File: src/rtl/fetch_stage.sv
// Instruction-fetch stage with IF/ID pipeline register: one outstanding imem
// request, a one-entry hold buffer for decode stalls, and redirect handling.
module fetch_stage #(
  parameter int unsigned                DATA_WIDTH = 32,
  parameter logic [DATA_WIDTH-1:0]      RESET_PC   = 32'h0000_0000,
  parameter logic [DATA_WIDTH-1:0]      NOP_INSTR  = 32'h0000_0013
) (
  input  logic                  clk,
  input  logic                  rst,
  input  logic                  stall_d,
  input  logic                  flush_d,
  input  logic                  pc_src_e,
  input  logic [DATA_WIDTH-1:0] pc_target_e,
  output logic                  imem_req,
  output logic [DATA_WIDTH-1:0] imem_addr,
  input  logic                  imem_rvalid,
  input  logic [DATA_WIDTH-1:0] imem_rdata,
  output logic [DATA_WIDTH-1:0] instr_d,
  output logic [DATA_WIDTH-1:0] pc_d,
  output logic [DATA_WIDTH-1:0] pc_plus4_d,
  output logic                  valid_d
);

  typedef enum logic [1:0] {IDLE, WAIT, HOLD, DROP} state_t;

  state_t                  state, state_nxt;
  logic [DATA_WIDTH-1:0]   pc_req, redir_pc, buf_instr, buf_pc;
  logic                    issue, deliver, buf_load, redir_load;
  logic [DATA_WIDTH-1:0]   issue_addr, del_instr, del_pc;

  always_comb begin
    state_nxt  = state;
    issue      = 1'b0;
    issue_addr = '0;
    deliver    = 1'b0;
    del_instr  = '0;
    del_pc     = '0;
    buf_load   = 1'b0;
    redir_load = 1'b0;
    case (state)
      IDLE: begin
        issue      = 1'b1;
        issue_addr = RESET_PC;
        state_nxt  = WAIT;
      end
      WAIT: begin
        if (pc_src_e) begin
          if (imem_rvalid) begin
            issue      = 1'b1;
            issue_addr = pc_target_e;
          end else begin
            redir_load = 1'b1;
            state_nxt  = DROP;
          end
        end else if (imem_rvalid) begin
          if (!stall_d) begin
            deliver    = 1'b1;
            del_instr  = imem_rdata;
            del_pc     = pc_req;
            issue      = 1'b1;
            issue_addr = pc_req + DATA_WIDTH'(4);
          end else begin
            buf_load  = 1'b1;
            state_nxt = HOLD;
          end
        end
      end
      HOLD: begin
        if (pc_src_e) begin
          issue      = 1'b1;
          issue_addr = pc_target_e;
          state_nxt  = WAIT;
        end else if (!stall_d) begin
          deliver    = 1'b1;
          del_instr  = buf_instr;
          del_pc     = buf_pc;
          issue      = 1'b1;
          issue_addr = buf_pc + DATA_WIDTH'(4);
          state_nxt  = WAIT;
        end
      end
      DROP: begin
        // The response in flight belongs to the pre-redirect path; discard it.
        if (imem_rvalid) begin
          issue      = 1'b1;
          issue_addr = pc_src_e ? pc_target_e : redir_pc;
          state_nxt  = WAIT;
        end else if (pc_src_e) begin
          redir_load = 1'b1;
        end
      end
      default: state_nxt = IDLE;
    endcase
  end

  assign imem_req  = issue & ~rst;
  assign imem_addr = issue_addr;

  always_ff @(posedge clk) begin
    if (rst) begin
      state      <= IDLE;
      pc_req     <= '0;
      redir_pc   <= '0;
      buf_instr  <= '0;
      buf_pc     <= '0;
      instr_d    <= NOP_INSTR;
      pc_d       <= '0;
      pc_plus4_d <= '0;
      valid_d    <= 1'b0;
    end else begin
      state <= state_nxt;
      if (issue)      pc_req   <= issue_addr;
      if (redir_load) redir_pc <= pc_target_e;
      if (buf_load) begin
        buf_instr <= imem_rdata;
        buf_pc    <= pc_req;
      end
      if (flush_d) begin
        instr_d <= NOP_INSTR;
        valid_d <= 1'b0;
      end else if (stall_d) begin
        instr_d <= instr_d;
      end else if (deliver) begin
        instr_d    <= del_instr;
        pc_d       <= del_pc;
        pc_plus4_d <= del_pc + DATA_WIDTH'(4);
        valid_d    <= 1'b1;
      end else begin
        instr_d <= NOP_INSTR;
        valid_d <= 1'b0;
      end
    end
  end

endmodule

File: config.mk
export PLATFORM = sky130hd
export DESIGN_NAME = fetch_stage
export DESIGN_NICKNAME = d
export VERILOG_FILES = /design/src/rtl/fetch_stage.sv
export SDC_FILE = /design/constraint.sdc
export NUM_CORES = 1
export LEC_CHECK = 0
export CAP_MARGIN = 10
export CORE_ASPECT_RATIO = 0.8
export CORE_MARGIN = 4
export CORE_UTILIZATION = 40
export DETAILED_ROUTE_END_ITERATION = 12
export MAX_ROUTING_LAYER = met4
export PLACE_DENSITY = 0.68
export SLEW_MARGIN = 20
export SYNTH_ARGS = -nofsm -noshare
export SYNTH_HDL_FRONTEND = slang
export SYNTH_SLANG_ARGS = --single-unit
File: constraint.sdc
create_clock -name clk -period 5.9 [get_ports clk]
set_input_delay 0.59 -clock clk [delete_from_list [all_inputs] [get_ports clk]]
set_output_delay 0.59 -clock clk [all_outputs]
set_load 0.005 [all_outputs]
==> impl_metrics.yaml <==
run_status:
  status: "finished clean"
hold_path:
  min_path_type: "flip-flop to flip-flop"
synthesis:
  synthFlopType: "dfxtp_1"
  async_flop_share_pct: 0
  synthCells: 1537
  syn_area_mm2: 0.0114
  synth_common_cells: "290 x nand2_1, 225 x dfxtp_1, 191 x a21oi_1, 189 x nor2_1, 115 x clkbuf_1"
  syn-mean-instance-area_um2: 7.44
  synth_top_area_cell: "dfxtp_1"
  synth-edff-count: 0
  synth_top_area_share_pct: 39.4
  synth_seq_area_share_pct: 39.4
  ys_seq_elements: 225
  syn-num-nets: 1614
  yosys_warnings: 0
  synth.distinct_cells: 64
  synthTopCellsByArea: "dfxtp_1 39%, nand2_1 9.5%, a21oi_1 8.4%"
  synth_most_common_cell: "nand2_1"
route:
  routed_via_density: 5.71
  drcViolationCount: 0
  vias: 11591
  wire_per_inst_um: 19.7
  ant_nets: 0
  drtIter0Drc: 1323
  drt-total-wl_um: 40000
  first_pass_iters: 6
sta:
  setup_ws_ps: 1520
  hold_slack_ps: 454
  tns_ps: 0
  fmax_mhz: 228
  setup_viol: 0
  relSlewSlack_pct: 32.6
  rsz0062_at_grt: "false"
  layout_min_cycle_time_ps: 4380
  tightest_slew_ps: 1010
  drv_slew: 0
  period_share_pct: 74.3
  final-hold-violation-count: 0
  skew_ps: 10.7
setup_path:
  crit_arrival_ps: 4790
  reg2reg_to: "pc_plus4_d[30]"
  critical_path.startpoint: "state[0]"
  crit_family: "simple AND/OR/NAND/NOR gates"
  worst-path-buf-inv: 2
  worstPathMaxFanout: 34
  cp-endpoint: "pc_plus4_d[30]"
  crit_path_frequent_cell: "ha_1"
  startpoint_type: "flip-flop"
  critPathRequiredTime_ps: 6310
  max_stage_delay_ps: 690
  endpoint_kind: "flip-flop"
  reg2reg_depth: 13
  crit_slowest_cell: "or4b_1"
  r2r_slack_ps: 1520
  cp.depth: 13
  critical_path_class: "flip-flop to flip-flop"
  rr_startpoint: "state[0]"
  cp_cell_sequence: "inv_1 -> ha_1 -> buf_4 -> and4bb_2 -> a22o_1 -> ha_1 -> nand2_1 -> o22ai_1 -> or4b_4 -> or4b_1 -> nor3_4 -> nor2_1 -> or3_1"
finish:
  final_layout_size_suffix_gt1_share_pct: 4.95
  fin_nets: 1719
  area_growth_pct: 25.0
power_and_ir_drop:
  power.share.switching_pct: 26.2
  p_per_area_mw_per_mm2: 248
  pwr-share-comb_pct: 11.4
  intPower_mw: 2.61
  power.total_mw: 3.54
  seqPwrFrac_pct: 44.4
  leakagePower_nw: 4.55
  ir_drop_uv: 200
  power.switching_uw: 928
  p_clk_share_pct: 44.2
clocking:
  hold_buffers: 0
  clock-root-buffer: "clkbuf_16"
  cts-buffers-inserted: 25
  numClockSinks: 225
  post-cts-setup-buffer-count: 0
  cts_resized: 0
  clk_latency_ps: 530
  tritoncts: "built"
  clockBufferDepth: 3
  htreeDepth: 1
  clk_pin_slew_ps: 60
grt:
  antenna_found_initial: 1
  grt_pass1_wl_um: 61700
  grt_max_degree: 67
  grt_pass1_vias: 10494
  grt_overflow_total: 0
  grt_use_total_pct: 24.7
place:
  port_buffers: 199
  dp_slack_ps: 1300
  hpwl_um: 28000
  gp_congestion: 0.943
flow_run:
  drv_cap: 0
die:
  core_area_mm2: 0.0282
  rows: 55
  die_h_um: 159
  dieArea_mm2: 0.0314
  die_w_um: 197
  top_level_ports: 200
  start_util_pct: 40.5
==> sequential cells by signal, summed over array words and instances, names as in the netlist <==
| signal | cells |
|---|---|
| buf_pc | 32 |
| pc_req | 32 |
| state | 2 |
| instr_d | 32 |
| redir_pc | 32 |
| pc_plus4_d | 30 |
| valid_d | 1 |
| pc_d | 32 |
| buf_instr | 32 |
==> through the flow <==
stage	utilization, %	cells	area, um^2
floorplan	-	1537	11400
global placement	47.8	1985	13500
detailed placement	47.8	1985	13500
CTS	50.7	2028	14300
global route	50.7	2029	14300
finish	50.7	2029	14300
==> layout make-up <==
| type | instances | area, um^2 |
|---|---|---|
| diodes | 1 | 2.50 |
| fillers | 2771 | 13900 |
| inverters | 12 | 45.0 |
| clock buffers | 33 | 696 |
| well taps | 370 | 463 |
| flip-flops and latches | 225 | 4500 |
| multi-input cells | 1159 | 6340 |
| repair buffers | 219 | 2140 |
| clock inverters | 10 | 113 |
==> worst reg2reg max path, delay by kind of cell, from the launching register on <==
kind | cells | cell delay, ps
adder cells (fa/ha/maj) | 2 | 500
AND/OR/NAND/NOR | 7 | 2510
buffers and inverters | 2 | 410
flip-flops | 1 | 380
AO/OA/AOI/OAI | 2 | 460
==> routing by layer <==
metal	up-vias	global-route usage, %	share of wire, %
met3	66	4.59	9.9
met4	0	4.85	2.1
li1	5557	-	-
met1	5364	38.4	48
met2	604	33.2	40
met5	-	-	0
==> cell families (layout without fill, tap and decap cells) <==
| group | Yosys count | count (layout) | share of synthesized area (%) |
|---|---|---|---|
| AOI/OAI and AO/OA | 420 | 420 | 22.9 |
| xor gates and xnor gates | 73 | 73 | 5.59 |
| adders and majority gates | 7 | 7 | 0.766 |
| buffers and inverters | 153 | 274 | 5.40 |
| DFF | 225 | 225 | 39.4 |
| muxes | 4 | 4 | 0.361 |
| other | 0 | 1 | 0 |
| and+or+nand+nor | 655 | 655 | 25.6 |
==> worst min-delay path by stage <==
| stage | from | endpoint | cells after the start |
|---|---|---|---|
| global route | buf_instr[30] | buf_instr[30] | 2 |
| CTS | redir_pc[23] | redir_pc[23] | 2 |
| finish | buf_instr[21] | buf_instr[21] | 2 |
| floorplan | redir_pc[0] | redir_pc[0] | 2 |
| global placement | redir_pc[24] | redir_pc[24] | 2 |
| detailed placement | redir_pc[23] | redir_pc[23] | 2 |
==> power by group through the flow <==
stage / combinational, mW / sequential (mW) / clock, mW
after floorplan: 0.235 / 1.59 / 0
after global placement: 0.396 / 1.60 / 0
after detailed placement: 0.396 / 1.60 / 0
after CTS: 0.399 / 1.57 / 1.58
after global routing: 0.439 / 1.57 / 1.64
final: 0.405 / 1.57 / 1.56
==> cells in the final DEF, fill, tap and decap left out, types with 13 or more instances in the layout <==
cell / instances
xnor2_1: 28
a211oi_1: 27
a32oi_1: 15
buf_4: 21
and3_1: 17
dfxtp_1: 225
clkdlybuf4s50_1: 198
nand2_1: 288
o21ai_0: 47
nor3_1: 22
nor2_1: 188
a21oi_1: 191
nand4_1: 13
nor2b_1: 17
a22oi_1: 77
clkbuf_16: 25
xor2_1: 45
nor4_1: 17
nand3_1: 27
Power figures use the tool's default switching activity.
